--- config.mk ---
export PLATFORM = sky130hd
export DESIGN_NAME = id_ex_stage
export DESIGN_NICKNAME = d
export VERILOG_FILES = /design/src/rtl/id_ex_stage.sv
export SDC_FILE = /design/constraint.sdc
export NUM_CORES = 1
export LEC_CHECK = 0
export ABC_AREA = 1
export BUFFER_PORTS_ARGS = -buffer_cell sky130_fd_sc_hd__buf_2
export CAP_MARGIN = 40
export CORE_AREA = 2 2 159 161
export CTS_BUF_LIST = sky130_fd_sc_hd__clkbuf_2 sky130_fd_sc_hd__clkbuf_4 sky130_fd_sc_hd__clkbuf_8
export CTS_CLUSTER_DIAMETER = 150
export DETAILED_ROUTE_END_ITERATION = 12
export DIE_AREA = 0 0 161 163
export PLACE_DENSITY = 0.66
export SKIP_CTS_REPAIR_TIMING = 1
export SYNTH_ARGS = -nofsm -noshare
export SYNTH_HDL_FRONTEND = slang
export SYNTH_SLANG_ARGS = --single-unit
--- constraint.sdc ---
create_clock -name clk -period 4.6 [get_ports clk]
set_input_delay 0.69 -clock clk [delete_from_list [all_inputs] [get_ports clk]]
set_output_delay 0.69 -clock clk [all_outputs]
set_load 0.02 [all_outputs]
--- src/rtl/id_ex_stage.sv ---
// ID/EX pipeline register with load-use hazard detection, branch/jump flush
// control and two saturating hazard counters for performance monitoring.
module id_ex_stage #(
    parameter int unsigned XLEN  = 32,
    parameter int unsigned CNT_W = 16
) (
    input  logic             clk,
    input  logic             rst_n,
    input  logic [4:0]       Rs1D,
    input  logic [4:0]       Rs2D,
    input  logic [4:0]       RdD,
    input  logic [XLEN-1:0]  RD1D,
    input  logic [XLEN-1:0]  RD2D,
    input  logic [XLEN-1:0]  ImmExtD,
    input  logic [XLEN-1:0]  PCD,
    input  logic [XLEN-1:0]  PCPlus4D,
    input  logic             RegWriteD,
    input  logic             MemWriteD,
    input  logic             ALUSrcD,
    input  logic             JumpD,
    input  logic             BranchD,
    input  logic [1:0]       ResultSrcD,
    input  logic [2:0]       ALUControlD,
    input  logic             ValidD,
    input  logic             PCSrcE,
    output logic [4:0]       Rs1E,
    output logic [4:0]       Rs2E,
    output logic [4:0]       RdE,
    output logic [XLEN-1:0]  RD1E,
    output logic [XLEN-1:0]  RD2E,
    output logic [XLEN-1:0]  ImmExtE,
    output logic [XLEN-1:0]  PCE,
    output logic [XLEN-1:0]  PCPlus4E,
    output logic             RegWriteE,
    output logic             MemWriteE,
    output logic             ALUSrcE,
    output logic             JumpE,
    output logic             BranchE,
    output logic             ValidE,
    output logic [1:0]       ResultSrcE,
    output logic [2:0]       ALUControlE,
    output logic             StallF,
    output logic             StallD,
    output logic             FlushD,
    output logic             FlushE,
    output logic [CNT_W-1:0] lwstall_cnt,
    output logic [CNT_W-1:0] flush_cnt
);

    typedef struct packed {
        logic [4:0]      rs1;
        logic [4:0]      rs2;
        logic [4:0]      rd;
        logic [XLEN-1:0] rd1;
        logic [XLEN-1:0] rd2;
        logic [XLEN-1:0] imm;
        logic [XLEN-1:0] pc;
        logic [XLEN-1:0] pc_plus4;
        logic            reg_write;
        logic            mem_write;
        logic            alu_src;
        logic            jump;
        logic            branch;
        logic            valid;
        logic [1:0]      result_src;
        logic [2:0]      alu_control;
    } ex_bundle_t;

    ex_bundle_t       bundle_d, bundle_q;
    logic [CNT_W-1:0] lwstall_cnt_d, lwstall_cnt_q;
    logic [CNT_W-1:0] flush_cnt_d, flush_cnt_q;
    logic             lw_stall;
    logic             lw_stall_eff;
    logic             flush_e;

    // Hazard detection; the rs1/rs2 match is deliberately conservative and a
    // taken branch/jump in Execute overrides the stall so the front end redirects.
    always_comb begin
        lw_stall     = (bundle_q.result_src == 2'b01) && (bundle_q.rd != 5'd0) &&
                       ((bundle_q.rd == Rs1D) || (bundle_q.rd == Rs2D));
        lw_stall_eff = lw_stall & ~PCSrcE;
        flush_e      = lw_stall | PCSrcE;
    end

    // Next pipeline contents: capture Decode, or insert an all-zero bubble.
    always_comb begin
        bundle_d = '0;
        if (!flush_e) begin
            bundle_d.rs1         = Rs1D;
            bundle_d.rs2         = Rs2D;
            bundle_d.rd          = RdD;
            bundle_d.rd1         = RD1D;
            bundle_d.rd2         = RD2D;
            bundle_d.imm         = ImmExtD;
            bundle_d.pc          = PCD;
            bundle_d.pc_plus4    = PCPlus4D;
            bundle_d.reg_write   = RegWriteD;
            bundle_d.mem_write   = MemWriteD;
            bundle_d.alu_src     = ALUSrcD;
            bundle_d.jump        = JumpD;
            bundle_d.branch      = BranchD;
            bundle_d.valid       = ValidD;
            bundle_d.result_src  = ResultSrcD;
            bundle_d.alu_control = ALUControlD;
        end
    end

    // Saturating hazard counters.
    always_comb begin
        lwstall_cnt_d = lwstall_cnt_q;
        flush_cnt_d   = flush_cnt_q;
        if (lw_stall_eff && (lwstall_cnt_q != '1)) begin
            lwstall_cnt_d = lwstall_cnt_q + CNT_W'(1);
        end
        if (PCSrcE && (flush_cnt_q != '1)) begin
            flush_cnt_d = flush_cnt_q + CNT_W'(1);
        end
    end

    // State registers; reset leaves a bubble in Execute.
    always_ff @(posedge clk or negedge rst_n) begin
        if (!rst_n) begin
            bundle_q      <= '0;
            lwstall_cnt_q <= '0;
            flush_cnt_q   <= '0;
        end else begin
            bundle_q      <= bundle_d;
            lwstall_cnt_q <= lwstall_cnt_d;
            flush_cnt_q   <= flush_cnt_d;
        end
    end

    assign Rs1E        = bundle_q.rs1;
    assign Rs2E        = bundle_q.rs2;
    assign RdE         = bundle_q.rd;
    assign RD1E        = bundle_q.rd1;
    assign RD2E        = bundle_q.rd2;
    assign ImmExtE     = bundle_q.imm;
    assign PCE         = bundle_q.pc;
    assign PCPlus4E    = bundle_q.pc_plus4;
    assign RegWriteE   = bundle_q.reg_write;
    assign MemWriteE   = bundle_q.mem_write;
    assign ALUSrcE     = bundle_q.alu_src;
    assign JumpE       = bundle_q.jump;
    assign BranchE     = bundle_q.branch;
    assign ValidE      = bundle_q.valid;
    assign ResultSrcE  = bundle_q.result_src;
    assign ALUControlE = bundle_q.alu_control;
    assign StallF      = lw_stall_eff;
    assign StallD      = lw_stall_eff;
    assign FlushD      = PCSrcE;
    assign FlushE      = flush_e;
    assign lwstall_cnt = lwstall_cnt_q;
    assign flush_cnt   = flush_cnt_q;

endmodule

==> flow_summary.json, run 1 <==
{
  "outcome": "finished clean",
  "vias_per_cell": 4.09,
  "worst-path-max-fanout": 55,
  "syn_avg_cell_area_um2": 9.67,
  "place_area_um2": 10500,
  "layout_common_cells": "409 x buf_2, 218 x dfrtp_1, 214 x nor2_1, 211 x inv_1, 105 x nand2_1",
  "grt_pass1_wl_mm": 34.1,
  "drive_gt1_frac": 0.375,
  "rr_worst_depth": 10,
  "final_cells": 1624,
  "pin_count": 411,
  "yosysSeqAreaShare": 0.668,
  "rows": 58,
  "synthXorXnorAreaFrac": 0.0322,
  "root_buffer": "clkbuf_8",
  "die-area_um2": 26200,
  "overflow": 0,
  "required_ns": 3.91,
  "diodes": 0,
  "rsz0062_at_grt": "no",
  "path_clk_slew_ns": 0.05,
  "synth_top_family_by_area": "simple AND/OR/NAND/NOR gates",
  "grt_max_degree": 121,
  "cts_made_buffers": 38,
  "end_kind": "primary output",
  "area_delta_synth_final_pct": 37.8,
  "drtAntennaViolNets": 0,
  "via_count": 6640,
  "port_buffers": 410,
  "setup_tns_ns": 0,
  "hold_viol": 0,
  "fmax_mhz": 344,
  "power.density_nw_per_um2": 395,
  "tightest_slew_ns": 0.924,
  "relSlewSlack": 0.384,
  "finalSetupViolCount": 0,
  "die_w_um": 161,
  "nNetsFinal": 1466,
  "finalPower_mw": 4.45,
  "max_cap_violations": 0,
  "timing.hold.ws_ns": 0.245,
  "fin_skew_ns": 0.0239,
  "grt_pass1_vias": 6745,
  "cts_num_sinks": 218,
  "crit_start": "RdE[1]",
  "cts_tree": "done",
  "r2r-end": "ImmExtE[0]",
  "peakVddDrop_v": 0.000238,
  "die_h_um": 163,
  "gr-usage-all-layers": 0.164,
  "setup_slack_ns": 1.69,
  "leakagePower_nw": 7.04,
  "finalWirelength_mm": 21.8,
  "worstSetupPathType": "reg -> out",
  "critical_path_arrival_ns": 2.22,
  "core_area_um2": 24700,
  "synth_cell_types": 23,
  "fill_cells": 2437,
  "finish.utilization": 0.456,
  "synthAdderAreaFrac": 0.00306,
  "synth_warnings": 0,
  "cts-htree-levels": 2,
  "pre_cts_slack_ns": 1.82,
  "drc": 0,
  "start_kind": "flop",
  "dp.cells": 1565,
  "synth_mux_area_frac": 0,
  "synth_compound_area_frac": 0,
  "synth-simple-area-share": 0.176,
  "fin_area_um2": 11300,
  "hp-class": "in -> async",
  "place_hpwl_mm": 16.1,
  "antenna_found_initial": 2,
  "period_share": 0.632,
  "ys_ff_latch": 218,
  "synth_cells": 845,
  "start_util": 0.331,
  "drtPass1Iterations": 4,
  "drt_first_iter_violations": 361,
  "gp_congestion": 0.814,
  "syn_area_um2": 8170,
  "final_common_cell": "buf_2",
  "ctsLongestPathBuffers": 3,
  "min_period_ns": 2.91,
  "drt-wirelength-per-cell_um": 13.4,
  "synth_fp_nets": 1036,
  "drv_slew": 0,
  "reg2reg_slack_ns": 2.17,
  "rr_startpoint": "RdE[1]",
  "insertion_delay_ns": 0.52
}
[critical path, cell delays in order, from the launching register on]
cell and delay, ns:
dfrtp_1 0.45, inv_2 0.05, nand2_1 0.06, nand2_1 0.07
nor2_1 0.17, nand3_1 0.09, nand2_1 0.14, nand2_1 0.15
nand2_8 0.29, buf_2 0.25
[flip-flops by register name, summed over array words and instances (netlist names), 16 cells and up]
name and cells:
PCPlus4E 32, flush_cnt 16, ImmExtE 32, RD1E 32
PCE 32, lwstall_cnt 16, RD2E 32
[cell families after synthesis]
family | count (synthesis)
flip-flops | 218
buffers and inverters | 239
adder cells (fa/ha/maj) | 2
XOR/XNOR | 30
AND/OR/NAND/NOR | 356
[layer usage]
layer	vias up	track usage	share of wire
li1	3224	-	-
met1	3098	0.190	0.39
met2	266	0.282	0.49
met3	48	0.0583	0.091
met4	4	0.0544	0.023
met5	-	0	0.0010
[worst max path at each step]
stage | depth (start not counted) | slack, ns | endpoint
global route | 9 | 1.48 | FlushE
floorplan | 9 | 2.38 | StallF
global placement | 10 | 1.86 | FlushE
CTS | 9 | 1.61 | FlushE
detailed placement | 11 | 1.82 | PCE[21]
finish | 9 | 1.69 | FlushE
[cell usage after synthesis]
master    count  share of area
and2_1        1        0.00077
buf_2         6         0.0037
buf_4        13          0.012
buf_6         5         0.0069
dfrtp_1     218           0.67
ha_1          2         0.0031
inv_1       211          0.097
inv_2         4         0.0018
nand2_1     105          0.048
nand2_2       2         0.0015
nand3_1      15         0.0092
nand3_2       2         0.0025
nand3b_1      1        0.00092
nand4_1       4         0.0031
nand4_2       1         0.0015
nor2_1      214          0.098
nor2_4        1         0.0014
nor3_1        7         0.0043
nor4_1        1        0.00077
nor4_4        1         0.0026
or2_2         1        0.00077
xnor2_1      12          0.013
xor2_1       18          0.019
[area by class of cell]
cell class,count,area (µm²),share of cell area
Clock inverter,3,40.0,0.00356
Inverter,215,807,0.0717
Tap cell,330,413,0.0367
Multi-Input combinational cell,388,1740,0.154
Sequential cell,218,5460,0.485
Clock buffer,56,702,0.0623
Timing Repair Buffer,414,2100,0.187
[power breakdown]
| group | internal (mW) | switching, mW | total [mW] |
|---|---|---|---|
| sequential | 2.04 | 0.0634 | 2.10 |
| clock | 1.02 | 0.726 | 1.74 |
| combinational | 0.208 | 0.397 | 0.605 |
| total | 3.26 | 1.19 | 4.45 |
No activity file was read; power rests on OpenSTA's default activity.
==> run 2, diff against run 1 <==
- CORE_AREA: 2 2 159 161 -> 2 2 161 163
- DIE_AREA: 0 0 161 163 -> 0 0 163 165
- PLACE_DENSITY: 0.66 -> 0.64
- clock period: 4.6 -> 3.03 ns (I/O delays scaled with it)
==> run 2 against run 1 <==
Clock power increased by 63%. Via count decreased by 0.77%. Worst hold slack got worse by 0.10 ns. Clock skew is 0.0074 ns lower. Sequential cell count stayed put. Power is 56% higher.
==> flow_summary.json, run 2 (same netlist as run 1, synthesis figures left out) <==
{
  "hold_path_depth": 3,
  "power.density_nw_per_um2": 609,
  "start_util": 0.326,
  "via_count": 6589,
  "die_h_um": 165,
  "path_cells": "inv_2 -> nand2_1 -> nand2_1 -> nor2_1 -> nand3_1 -> nand2_1 -> nand2_1 -> nand2_8 -> buf_2",
  "min_from": "PCPlus4D[21]",
  "grt_max_degree": 78,
  "relSlewSlack": 0.598,
  "slowest_stage": "dfrtp_1",
  "start_kind": "flop",
  "required_ns": 2.58,
  "r2r-end": "PCE[15]",
  "area_delta_synth_final_pct": 39.6,
  "critical_path_arrival_ns": 2.14,
  "layout_common_cells": "409 x buf_2, 218 x dfrtp_1, 214 x nor2_1, 211 x inv_1, 105 x nand2_1",
  "fin_skew_ns": 0.0165,
  "die-area_um2": 26900,
  "finalSetupViolCount": 0,
  "outcome": "finished clean",
  "insertion_delay_ns": 0.52,
  "core_area_um2": 25000,
  "hold_viol": 0,
  "drtAntennaViolNets": 0,
  "drtPass1Iterations": 4,
  "fmax_mhz": 386,
  "drv_slew": 0,
  "grt_pass1_wl_mm": 34.1,
  "grt_pass1_vias": 6792,
  "worstSetupPathType": "reg -> out",
  "pin_count": 411,
  "finalWirelength_mm": 22.6,
  "end_kind": "primary output",
  "root_buffer": "clkbuf_8",
  "drt_first_iter_violations": 218,
  "place_hpwl_mm": 16.8,
  "rr_startpoint": "RdE[2]",
  "die_w_um": 163,
  "reg2reg_slack_ns": 0.94,
  "drt-wirelength-per-cell_um": 13.8,
  "gr-usage-all-layers": 0.163,
  "leakagePower_nw": 7.09,
  "peakVddDrop_v": 0.000393,
  "crit_start": "RdE[2]",
  "rr_worst_depth": 10,
  "drc": 0,
  "nNetsFinal": 1468,
  "worst-path-max-fanout": 31,
  "slowest_delay_ns": 0.45,
  "final_common_cell": "buf_2",
  "path_clk_slew_ns": 0.06,
  "holdPathEnd": "PCPlus4E[21]",
  "cts_made_buffers": 38,
  "gp_congestion": 0.788,
  "antenna_found_initial": 2,
  "rsz0062_at_grt": "no",
  "finish.utilization": 0.455,
  "rows": 58,
  "setup_tns_ns": 0,
  "fill_cells": 2441,
  "period_share": 0.856,
  "finalPower_mw": 6.94,
  "tightest_slew_ns": 0.602,
  "cts_num_sinks": 218,
  "vias_per_cell": 4.03,
  "hp-class": "in -> reg",
  "cts_tree": "done",
  "min_period_ns": 2.59,
  "drive_gt1_frac": 0.379,
  "cp_common_cell": "nand2_1",
  "overflow": 0,
  "ctsLongestPathBuffers": 3,
  "cts-htree-levels": 2,
  "port_buffers": 410,
  "max_cap_violations": 0
}
[run 2: area by class of cell]
| type | count | area, µm² | area share |
|---|---|---|---|
| Tap cell | 330 | 413 | 0.0362 |
| Timing Repair Buffer | 416 | 2160 | 0.189 |
| Inverter | 215 | 807 | 0.0708 |
| Clock inverter | 5 | 36.3 | 0.00318 |
| Clock buffer | 63 | 792 | 0.0695 |
| Multi-Input combinational cell | 388 | 1740 | 0.152 |
| Antenna cell | 1 | 2.50 | 0.000219 |
| Sequential cell | 218 | 5460 | 0.478 |
[run 2: critical path, delay by kind of cell (launching register included)]
family | cells | cell delay [ns]
buf+inv | 2 | 0.30
flops | 1 | 0.45
simple gates | 7 | 0.86
[run 2: worst max path at each step]
stage                     to  slack [ns]  depth (start not counted)
finish                FlushE        0.44                          9
global route          FlushE        0.27                          9
CTS                   FlushE        0.40                          9
detailed placement  RD2E[16]        0.84                         11
global placement      FlushE        0.90                         10
floorplan             StallF        1.21                          9
[run 2: per-stage QoR]
stage | area [µm²] | cells | hold WS [ns] | worst slack (ns)
after CTS | 11400 | 1634 | -0.0821 | 0.403
after detailed placement | 10600 | 1566 | 0.486 | 0.845
after floorplan | 8170 | 845 | 0.159 | 1.21
after global routing | 11400 | 1635 | 0.104 | 0.269
after global placement | 10600 | 1566 | 0.478 | 0.902
final | 11400 | 1636 | 0.143 | 0.438
[run 2: report_power, final]
group	switching (mW)	total [mW]	internal, mW
logic	0.594	0.916	0.322
clock network	1.18	2.83	1.65
registers	0.105	3.20	3.09
total	1.87	6.94	5.07
[run 2: routing by layer]
layer	up-vias	wire length, µm	GRT usage	part of all wire
met5	-	11	0	0.00049
li1	3242	-	-	-
met3	47	2190	0.0683	0.097
met4	2	589	0.0551	0.026
met1	3018	8640	0.180	0.38
met2	280	11100	0.283	0.49
